**src/rtl/spi_shift_engine.sv**
```systemverilog
// SPI master shift engine: 8-bit transfers, all four CPOL/CPHA modes, programmable SCLK half-period.
// Define SPI_SHIFT_LSB_FIRST_EN for LSB-first bit order; MSB-first otherwise.
module spi_shift_engine (
  input  logic        clk,
  input  logic        reset_n,
  input  logic [7:0]  din,
  input  logic [15:0] dvsr,
  input  logic        start,
  input  logic        cpol,
  input  logic        cpha,
  input  logic        miso,
  output logic [7:0]  dout,
  output logic        sclk,
  output logic        mosi,
  output logic        spi_done_tick,
  output logic        ready
);

  typedef enum logic [1:0] {IDLE, CPHA_DLY, P0, P1} state_t;

  state_t      state_reg, state_next;
  logic [15:0] c_reg, c_next;
  logic [2:0]  n_reg, n_next;
  logic [7:0]  tx_reg, tx_next;
  logic [7:0]  rx_reg, rx_next;
  logic [7:0]  dout_reg, dout_next;
  logic [15:0] dvsr_reg, dvsr_next;
  logic        cpol_reg, cpol_next;
  logic        cpha_reg, cpha_next;
  logic [7:0]  tx_shifted, rx_shifted;
  logic        last_half;
  logic        sclk_raw;

`ifdef SPI_SHIFT_LSB_FIRST_EN
  assign mosi       = tx_reg[0];
  assign tx_shifted = {1'b0, tx_reg[7:1]};
  assign rx_shifted = {miso, rx_reg[7:1]};
`else
  assign mosi       = tx_reg[7];
  assign tx_shifted = {tx_reg[6:0], 1'b0};
  assign rx_shifted = {rx_reg[6:0], miso};
`endif

  // c only ever counts up to the latched divisor and is cleared there, so it cannot wrap
  assign last_half = (c_reg == dvsr_reg);

  always_ff @(posedge clk) begin
    if (!reset_n) begin
      state_reg <= IDLE;
      c_reg     <= '0;
      n_reg     <= '0;
      tx_reg    <= '0;
      rx_reg    <= '0;
      dout_reg  <= '0;
      dvsr_reg  <= '0;
      cpol_reg  <= 1'b0;
      cpha_reg  <= 1'b0;
    end else begin
      state_reg <= state_next;
      c_reg     <= c_next;
      n_reg     <= n_next;
      tx_reg    <= tx_next;
      rx_reg    <= rx_next;
      dout_reg  <= dout_next;
      dvsr_reg  <= dvsr_next;
      cpol_reg  <= cpol_next;
      cpha_reg  <= cpha_next;
    end
  end

  always_comb begin
    state_next    = state_reg;
    c_next        = c_reg;
    n_next        = n_reg;
    tx_next       = tx_reg;
    rx_next       = rx_reg;
    dout_next     = dout_reg;
    dvsr_next     = dvsr_reg;
    cpol_next     = cpol_reg;
    cpha_next     = cpha_reg;
    spi_done_tick = 1'b0;
    case (state_reg)
      IDLE: begin
        if (start) begin
          tx_next    = din;
          dvsr_next  = dvsr;
          cpol_next  = cpol;
          cpha_next  = cpha;
          c_next     = '0;
          n_next     = '0;
          state_next = cpha ? CPHA_DLY : P0;
        end
      end
      CPHA_DLY: begin
        if (last_half) begin
          c_next     = '0;
          state_next = P0;
        end else begin
          c_next = c_reg + 16'd1;
        end
      end
      P0: begin
        if (last_half) begin
          rx_next    = rx_shifted;
          c_next     = '0;
          state_next = P1;
        end else begin
          c_next = c_reg + 16'd1;
        end
      end
      P1: begin
        if (last_half) begin
          c_next = '0;
          if (n_reg == 3'd7) begin
            // Done is a Mealy pulse in the final cycle so ready rises right after it
            spi_done_tick = 1'b1;
            dout_next     = rx_reg;
            state_next    = IDLE;
          end else begin
            tx_next    = tx_shifted;
            n_next     = n_reg + 3'd1;
            state_next = P0;
          end
        end else begin
          c_next = c_reg + 16'd1;
        end
      end
      default: state_next = IDLE;
    endcase
  end

  assign sclk_raw = cpha_reg ? (state_reg == P0) : (state_reg == P1);
  assign sclk     = (state_reg == IDLE) ? cpol : (sclk_raw ^ cpol_reg);
  assign ready    = (state_reg == IDLE);
  assign dout     = dout_reg;

endmodule

```
**config.mk**
```make
export PLATFORM = sky130hd
export DESIGN_NAME = spi_shift_engine
export DESIGN_NICKNAME = d
export VERILOG_FILES = /design/src/rtl/spi_shift_engine.sv
export SDC_FILE = /design/constraint.sdc
export NUM_CORES = 1
export LEC_CHECK = 0
export BUFFER_PORTS_ARGS = -buffer_cell sky130_fd_sc_hd__buf_4
export CAP_MARGIN = 20
export CELL_PAD_IN_SITES_DETAIL_PLACEMENT = 1
export CELL_PAD_IN_SITES_GLOBAL_PLACEMENT = 1
export CORE_MARGIN = 3
export CORE_UTILIZATION = 40
export CTS_BUF_LIST = sky130_fd_sc_hd__clkbuf_2 sky130_fd_sc_hd__clkbuf_4 sky130_fd_sc_hd__clkbuf_8
export DETAILED_ROUTE_END_ITERATION = 10
export HOLD_SLACK_MARGIN = 0.1
export PLACE_DENSITY = 0.76
export REMOVE_ABC_BUFFERS = 1
export SLEW_MARGIN = 20
export SYNTH_ARGS = -nofsm -noshare
export SYNTH_HDL_FRONTEND = slang
export SYNTH_SLANG_ARGS = --single-unit
```
**constraint.sdc**
```tcl
create_clock -name clk -period 1.69 [get_ports clk]
set_input_delay 0.169 -clock clk [delete_from_list [all_inputs] [get_ports clk]]
set_output_delay 0.169 -clock clk [all_outputs]
set_load 0.05 [all_outputs]
```
==> impl_metrics.toml, run 1 <==
[outcome]
status = "finished with violations"
violations = "setup timing"

[power]
pwr-share-clk_pct = 35.5
seq_power_share_pct = 37.9
vdd_drop_max_mv = 0.4894
finalPower_mw = 4.270
combPwrFrac_pct = 26.6
p_int_mw = 3.001
p_sw_mw = 1.269
power_leakage_nw = 1.989
power_density_nw_per_um2 = 914.7
switching_share_pct = 29.73

[route]
wl_met3_um = 345
ant_nets = 0
wl_met1_um = 4020
drc = 0
top_layer = "met4"
wl_per_cell_um = 17.50
met2WireLength_um = 5406
vias_per_cell = 5.346
drtPass1Iterations = 4
drtIter0Drc = 70
vias = 3063
wirelength_um = 10030

[die]
die_h_um = 95.17
dieArea_sq_um = 9057
start_util_pct = 42.49
rows = 31
ios = 42
die_w_um = 95.17
floorplan.core_area_sq_um = 7486

[placed_design]
port_buffers = 41
place.gp.congestion = 0.8017
placed_area_sq_um = 3854
dp_hpwl_um = 5891
dpl.cell_count = 530
dpl_worst_slack_ns = -0.2418

[synthesis]
ys.flop_type = "dfxtp_1"
async_reset_ff_share_pct = 0
avgSynthCellArea_sq_um = 8.527
synth_seq_cells = 63
ys_top_cells_by_area = "dfxtp_1 (40%), nand2_1 (11%), mux2i_1 (7.2%), xor2_1 (5.0%), a21boi_0 (4.5%)"
synthCells = 373
yosys_warnings = 0
synth_largest_area_cell = "dfxtp_1"
synth_edf_count = 0
synthesis.area_sq_um = 3181
seq_area_frac_synth_pct = 39.65
synth_top_area_share_pct = 39.65
ys_types = 47

[cells_and_area]
fin_area_sq_um = 4668
area.growth.synth_to_final_pct = 46.77
layout_common_cells = "nand2_1 (94), buf_4 (82), dfxtp_1 (44), mux2i_1 (22), dfxtp_2 (19)"
diodes = 0
final_common_cell = "nand2_1"
fin_cells = 573
layout.nets = 502
drive_gt1_share_pct = 36.71
finish.utilization_pct = 62.36

[timing]
tns_ns = -11.18
worst_pin_slew_ns = 0.3885
setup_viol = 46
min_period_ns = 2.034
fin_skew_ns = 0.01326
max_slew_margin_pct = 74.10
fin_ws_ns = -0.3438
hold_slack_ns = 0.08092
finalHoldViolCount = 0
fin_crit_sh_pct = 120.3
drv_slew = 0
rsz0062_at_grt = "yes"
fmax_mhz = 491.7

[cts]
clockBufferDepth = 2
path_clk_slew_ns = 0.08
cts_root_buf = "clkbuf_8"
htreeDepth = 3
cts_buffers = 9
cts.sink_count = 63
insertion_delay_ns = 0.35
cts_tree = "built"

[hold_path]
holdCritStartpoint = "dvsr[15]"
whs_path_depth = 3
min-delay-path-class = "in2reg"
hold_end = "dvsr_reg[15]"

[worst_setup_path]
cp_max_fo = 3
critPathCaptureType = "primary output"
crit_type = "reg2out"
crit_arrival_ns = 1.86
reg2reg_setup_slack_ns = -0.34
startpoint_type = "register"
required_ns = 1.52
r2r_start = "dvsr_reg[13]"
worst-r2r-cell-count = 7
rr_endpoint = "n_reg[0]"

[flow_run]
drv_cap = 0

[global_route]
grt_max_degree = 40
antenna_found_initial = 0
grt_pass1_wl_um = 15420
grt.overflow.total = 0
grtUsageTotal_pct = 22.08
first_global_vias = 3226
-- per-layer routing --
layer  global-route usage [%]  vias to the layer above
met4                    12.62                        0
met2                    39.53                       65
li1                         -                     1467
met1                    24.26                     1510
met3                    4.025                       21
met5                        0                        -
-- power by group through the flow --
stage | clock, mW | sequential (mW) | combinational, mW
5_1_grt | 1.60 | 1.63 | 1.21
2_1_floorplan | 0 | 1.64 | 0.424
3_3_place_gp | 0 | 1.63 | 0.793
6_report | 1.52 | 1.62 | 1.14
3_5_place_dp | 0 | 1.64 | 0.819
4_1_cts | 1.55 | 1.61 | 0.976
-- layout make-up --
class	count	area (sq um)
clock buffer	11	145.1
clock inverter	5	81.33
fill	847	2818
inverter	6	25.02
multi-input combinational	277	1983
sequential	63	1285
tap	99	123.9
timing repair buffer	112	1025
-- kinds of logic after synthesis --
family | after synthesis | share of synthesized area (%)
xor gates and xnor gates | 21 | 5.783
DFF | 63 | 39.65
and+or+nand+nor | 169 | 26.75
buffers and inverters | 33 | 5.468
muxes | 23 | 7.238
AOI/OAI and AO/OA | 61 | 13.93
adders and majority gates | 3 | 1.180
-- Yosys cell counts, types with 3 or more instances --
master      n
o311ai_0    4
mux2i_1    23
o2bb2ai_1   8
ha_1        3
o21ai_0     9
inv_1       6
a21boi_0   19
nand4_1     9
buf_2      10
dfxtp_1    63
buf_6       5
nor4_2      3
clkbuf_1   11
xor2_1     18
xnor2_1     3
a22oi_1     3
nand3_1    17
nand2_1    95
o211ai_1    5
and2_1      5
nor2_1     10
a21oi_1     3
nor2b_1     9
or2_2       3
-- how the worst max path moves through the flow --
stage,startpoint,end,slack (ns),cells after the start
after floorplan,c_reg[13],state_reg[1],-0.69,5
after global placement,dvsr_reg[12],n_reg[0],-0.21,6
after detailed placement,dvsr_reg[13],n_reg[0],-0.24,6
after CTS,c_reg[9],spi_done_tick,-0.29,6
after global routing,dvsr_reg[13],rx_reg[2],-0.39,8
final,dvsr_reg[13],spi_done_tick,-0.34,6
-- critical path: stages (launching register included) --
cell and delay (ns):
dfxtp_2 0.33, xor2_1 0.16, nor4_2 0.41, nand4_2 0.18, buf_12 0.18, nor2_8 0.10
buf_8 0.15
-- what timing repair did --
| item | in CTS | in global routing |
|---|---|---|
| hold buffers | 17 | 0 |
| buffers inserted | 3 | 6 |
| pin swaps | 15 | 25 |
| gates resized for setup | 43 | 44 |
| endpoints found under the hold margin | 17 | 0 |
| cloned | 1 | 0 |
| endpoints found under the setup margin | 47 | 51 |
(Power assumes the default switching activity.)
==> inputs of run 2 (changes only) <==
--- a/config.mk
+++ b/config.mk
@@ -7,14 +7,14 @@
 export LEC_CHECK = 0
 export BUFFER_PORTS_ARGS = -buffer_cell sky130_fd_sc_hd__buf_4
 export CAP_MARGIN = 20
-export CELL_PAD_IN_SITES_DETAIL_PLACEMENT = 1
+export CELL_PAD_IN_SITES_DETAIL_PLACEMENT = 0
 export CELL_PAD_IN_SITES_GLOBAL_PLACEMENT = 1
 export CORE_MARGIN = 3
 export CORE_UTILIZATION = 40
 export CTS_BUF_LIST = sky130_fd_sc_hd__clkbuf_2 sky130_fd_sc_hd__clkbuf_4 sky130_fd_sc_hd__clkbuf_8
 export DETAILED_ROUTE_END_ITERATION = 10
 export HOLD_SLACK_MARGIN = 0.1
-export PLACE_DENSITY = 0.76
+export PLACE_DENSITY_LB_ADDON = 0.15
 export REMOVE_ABC_BUFFERS = 1
 export SLEW_MARGIN = 20
 export SYNTH_ARGS = -nofsm -noshare
==> run 2 against run 1 <==
  * The flow still finishes with violations (setup timing)
  * Fmax is essentially flat
  * Count of clock-buffer cells in the layout shrank 2
  * Clock skew is essentially flat
  * Combinational power shrank 16%
  * Critical path depth grew 1
  * Setup slack gained 0.00089 ns
  * Routed wire length shrank 23%
  * First-iteration DRC count grew 23%
  * Sequential cell count is the same
  * Clock power shrank 9.9%
  * Total power shrank 8.0%
  * Register-to-register slack gained 0.05 ns
  * Largest power group unchanged
==> impl_metrics.toml, run 2 (synthesis gave the netlist of run 1 again) <==
[cts]
cts_tree = "built"
clockBufferDepth = 2
cts_buffers = 9
insertion_delay_ns = 0.35
htreeDepth = 3
cts_root_buf = "clkbuf_8"
path_clk_slew_ns = 0.08
cts.sink_count = 63

[route]
wl_met3_um = 206
wl_per_cell_um = 13.62
drc = 0
vias = 2884
met2WireLength_um = 3945
drtIter0Drc = 86
wl_met1_um = 3489
vias_per_cell = 5.060
ant_nets = 0
wirelength_um = 7763
top_layer = "met4"
drtPass1Iterations = 4

[timing]
fin_ws_ns = -0.3429
worst_pin_slew_ns = 0.3530
rsz0062_at_grt = "yes"
drv_slew = 0
setup_viol = 46
fmax_mhz = 491.9
finalHoldViolCount = 0
tns_ns = -8.464
fin_crit_sh_pct = 120.3
max_slew_margin_pct = 76.27
min_period_ns = 2.033
fin_skew_ns = 0.01332
hold_slack_ns = 0.1092

[worst_setup_path]
critPathCaptureType = "primary output"
crit_type = "reg2out"
startpoint_type = "register"
r2r_start = "c_reg[9]"
crit_buf_inv = 3
required_ns = 1.52
cp_max_fo = 2
critPathSlowestCell = "nor4_2"
critPathMaxStageDelay_ns = 0.34
path_cells = "xor2_1 -> nor4_2 -> buf_4 -> nand4_4 -> buf_12 -> nor2_8 -> buf_8"
cp_top_family = "simple AND/OR/NAND/NOR gates"
crit_arrival_ns = 1.86
startpoint = "c_reg[9]"

[die]
die_w_um = 95.17
ios = 42
floorplan.core_area_sq_um = 7486
rows = 31
die_h_um = 95.17
start_util_pct = 42.49
dieArea_sq_um = 9057

[power]
power_density_nw_per_um2 = 885.3
power_leakage_nw = 1.909
vdd_drop_max_mv = 0.4217
finalPower_mw = 3.930

[outcome]
status = "finished with violations"
violations = "setup timing"

[placed_design]
place.gp.congestion = 0.8478
port_buffers = 41
dpl.cell_count = 527
dp_hpwl_um = 5079
placed_area_sq_um = 3819

[cells_and_area]
diodes = 0
fin_area_sq_um = 4439
final_common_cell = "nand2_1"
layout_common_cells = "nand2_1 (93), buf_4 (77), dfxtp_1 (53), mux2i_1 (23), a21boi_0 (19)"
area.growth.synth_to_final_pct = 39.58
drive_gt1_share_pct = 30.79
n_fill_cell = 682
layout.nets = 499
fin_cells = 570

[global_route]
first_global_vias = 2791
grt_pass1_wl_um = 13160
antenna_found_initial = 0
grt.overflow.total = 0
grt_max_degree = 23
grtUsageTotal_pct = 18.71

[flow_run]
drv_cap = 0

[hold_path]
holdCritStartpoint = "dvsr[1]"
min-delay-path-class = "in2reg"
## run 2: changes by cell type in the layout (fill, tap and decap cells not counted), moves of 4 or more
cell | before | now
o21ai_0 | 1 | 6
o21ai_2 | 7 | 0
dfxtp_2 | 19 | 10
buf_6 | 1 | 10
buf_8 | 5 | 1
dfxtp_1 | 44 | 53
buf_4 | 82 | 77
## run 2: area by class of cell
class | instances | area (sq um) | share of cell area (%)
multi-input combinational | 277 | 1858 | 41.85
clock inverter | 7 | 78.83 | 1.776
sequential | 63 | 1274 | 28.69
timing repair buffer | 109 | 955.9 | 21.53
inverter | 6 | 25.02 | 0.5637
clock buffer | 9 | 123.9 | 2.790
tap | 99 | 123.9 | 2.790
## run 2: final timing paths
check | to | slack (ns) | cells after the start
setup / recovery | spi_done_tick | -0.34 | 7
hold / removal | dvsr_reg[1] | 0.11 | 3
setup reg to reg | c_reg[10] | -0.29 | 9
hold reg to reg | tx_reg[0] | 0.45 | 2
## run 2: what timing repair did
action | 4_1_cts | 5_1_grt
hold buffers | 17 | 0
setup buffers | 8 | 4
setup endpoints to repair | 47 | 47
resized for setup | 26 | 25
hold endpoints to repair | 17 | 0
pin swaps | 13 | 4
## run 2: through the flow
stage	worst slack (ns)	util, %
final	-0.3429	59.30
after global routing	-0.4120	59.30
after CTS	-0.3471	57.90
after detailed placement	-0.2451	51.01
after global placement	-0.1774	51.01
after floorplan	-0.6946	-
## run 2: layer usage
layer	GRT usage, %	vias to the layer above
met4	8.293	0
met2	31.02	43
met3	3.473	9
met5	0	-
met1	23.59	1363
li1	-	1469
## run 2: where the power goes
group	total, mW	switching, mW	internal (mW)
Clock	1.37	0.675	0.696
Sequential	1.60	0.0473	1.55
Combinational	0.958	0.507	0.451
## run 2: tightest hold or removal path, stage by stage
cell,delay (ns)
buf_4,0.11
nand2_1,0.06
a21boi_0,0.07
==> inputs of run 3 (changes only) <==
--- a/config.mk
+++ b/config.mk
@@ -5,12 +5,13 @@
 export SDC_FILE = /design/constraint.sdc
 export NUM_CORES = 1
 export LEC_CHECK = 0
+export ABC_CLOCK_PERIOD_IN_PS = 2400
 export BUFFER_PORTS_ARGS = -buffer_cell sky130_fd_sc_hd__buf_4
 export CAP_MARGIN = 20
 export CELL_PAD_IN_SITES_DETAIL_PLACEMENT = 0
 export CELL_PAD_IN_SITES_GLOBAL_PLACEMENT = 1
 export CORE_MARGIN = 3
-export CORE_UTILIZATION = 40
+export CORE_UTILIZATION = 45
 export CTS_BUF_LIST = sky130_fd_sc_hd__clkbuf_2 sky130_fd_sc_hd__clkbuf_4 sky130_fd_sc_hd__clkbuf_8
 export DETAILED_ROUTE_END_ITERATION = 10
 export HOLD_SLACK_MARGIN = 0.1
==> constraint.sdc (replaced) <==
create_clock -name clk -period 2.4 [get_ports clk]
set_input_delay 0.24 -clock clk [delete_from_list [all_inputs] [get_ports clk]]
set_output_delay 0.24 -clock clk [all_outputs]
set_load 0.05 [all_outputs]
==> run 3 against run 2 <==
  * The run now ends clean
  * Routed wire length fell by 10%
  * Cell area fell by 16%
  * First-iteration DRC count rose by 28%
  * Total power fell by 37%
==> impl_metrics.toml, run 3 (synthesis gave the netlist of run 1 again) <==
[worst_setup_path]
crit_arrival_ns = 2.04
required_ns = 2.16
crit_buf_inv = 1
rr_endpoint = "c_reg[15]"
critPathMaxStageDelay_ns = 0.45
startpoint_type = "register"
cp_max_fo = 7
path_cells = "xor2_1 -> nor4_2 -> nand4_4 -> nor2_8 -> buf_4"
worst-r2r-cell-count = 6
critPathSlowestCell = "dfxtp_1"
cp_top_family = "simple AND/OR/NAND/NOR gates"
critPathCaptureType = "primary output"
crit_type = "reg2out"
r2r_start = "c_reg[10]"
reg2reg_setup_slack_ns = 0.25

[global_route]
grt.overflow.total = 0
grtUsageTotal_pct = 18.11
first_global_vias = 2553
antenna_found_initial = 0
grt_pass1_wl_um = 12050
grt_max_degree = 43

[cts]
cts_root_buf = "clkbuf_8"
cts_buffers = 9
cts.sink_count = 63
clockBufferDepth = 2
path_clk_slew_ns = 0.07
hold_buffers = 0
htreeDepth = 3
cts_tree = "built"
insertion_delay_ns = 0.34

[placed_design]
place.gp.congestion = 0.8000
port_buffers = 41
dp_hpwl_um = 4713
placed_area_sq_um = 3522

[power]
p_sw_uw = 754.3
power_leakage_nw = 1.540
pwr-share-clk_pct = 34.3
combPwrFrac_pct = 19.7
switching_share_pct = 30.52
p_int_mw = 1.717
vdd_drop_max_mv = 0.3216
seq_power_share_pct = 46.0
power_density_nw_per_um2 = 664.0

[hold_path]
hold_end = "tx_reg[0]"
whs_path_depth = 3
holdCritStartpoint = "din[0]"
min-delay-path-class = "in2reg"

[route]
drtPass1Iterations = 4
drtIter0Drc = 110
vias = 2631
wirelength_um = 6969
vias_per_cell = 5.189
ant_nets = 0
wl_per_cell_um = 13.75
drc = 0

[flow_run]
drv_cap = 0

[cells_and_area]
drive_gt1_share_pct = 18.98
layout_common_cells = "nand2_1 (95), dfxtp_1 (63), buf_4 (48), mux2i_1 (23), a21boi_0 (19)"
area.growth.synth_to_final_pct = 17.03
layout.nets = 439
n_fill_cell = 679
diodes = 0
fin_area_sq_um = 3722
final_common_cell = "nand2_1"

[die]
die_w_um = 90.07
ios = 42
dieArea_sq_um = 8113
die_h_um = 90.07
rows = 30
start_util_pct = 46.56
floorplan.core_area_sq_um = 6832

[timing]
drv_slew = 0
fin_crit_sh_pct = 94.92
finalHoldViolCount = 0
min_period_ns = 2.278
fmax_mhz = 439.0
setup_viol = 0
max_slew_margin_pct = 64.02
tns_ns = 0
worst_pin_slew_ns = 0.5397
fin_skew_ns = 0.007562
rsz0062_at_grt = "no"

[outcome]
status = "finished clean"
==> run 3: per-stage QoR <==
step	worst slack (ns)	power, mW	hold WS (ns)	instances	utilization (%)
6_report	0.1220	2.472	0.1189	507	54.49
5_1_grt	0.02281	2.611	0.1397	507	54.49
4_1_cts	0.1060	2.501	0.1165	507	54.49
3_5_place_dp	0.2162	1.635	0.4439	490	51.56
3_3_place_gp	0.2528	1.632	0.4343	490	51.56
2_1_floorplan	0.01544	1.453	0.3569	346	-
==> run 3: cell type report <==
class                           instances  area [sq um]  share of cell area, %
Multi-Input combinational cell        277          1754                  47.13
Sequential cell                        63          1261                  33.88
Timing Repair Buffer                   49         380.4                  10.22
Clock buffer                           11         151.4                  4.067
Tap cell                               96         120.1                  3.227
Clock inverter                          5         32.53                 0.8739
Inverter                                6         22.52                 0.6050
==> run 3: layer usage <==
| layer | routed length (um) | part of all wire (%) | GRT usage [%] |
|---|---|---|---|
| met5 | 0 | 0 | 0 |
| met4 | 161 | 2.3 | 9.566 |
| met3 | 281 | 4.0 | 3.515 |
| met2 | 3158 | 45 | 28.38 |
| met1 | 3367 | 48 | 23.52 |
==> run 3: how the worst max path moves through the flow <==
stage / start / to / depth (start not counted)
after global placement: c_reg[6] / spi_done_tick / 5
after global routing: c_reg[9] / spi_done_tick / 5
final: c_reg[10] / spi_done_tick / 5
after detailed placement: c_reg[6] / c_reg[15] / 5
after floorplan: c_reg[13] / state_reg[1] / 5
after CTS: c_reg[2] / spi_done_tick / 5
==> run 3: worst min-delay path, delay by kind of cell <==
kind	cells	cell delay [ns]
AOI/OAI and AO/OA	1	0.06
buffers and inverters	1	0.08
and+or+nand+nor	1	0.05
==> run 3: timing repair <==
action | CTS | global route
buffers inserted | 1 | 0
resized for setup | 1 | 0
endpoints found under the setup margin | 1 | 0
==> run 3: power groups by stage <==
stage	Clock (mW)	Combinational [mW]	Sequential, mW
after floorplan	0	0.298	1.15
after global placement	0	0.471	1.16
after detailed placement	0	0.474	1.16
after CTS	0.871	0.492	1.14
after global routing	0.926	0.539	1.15
final	0.847	0.488	1.14
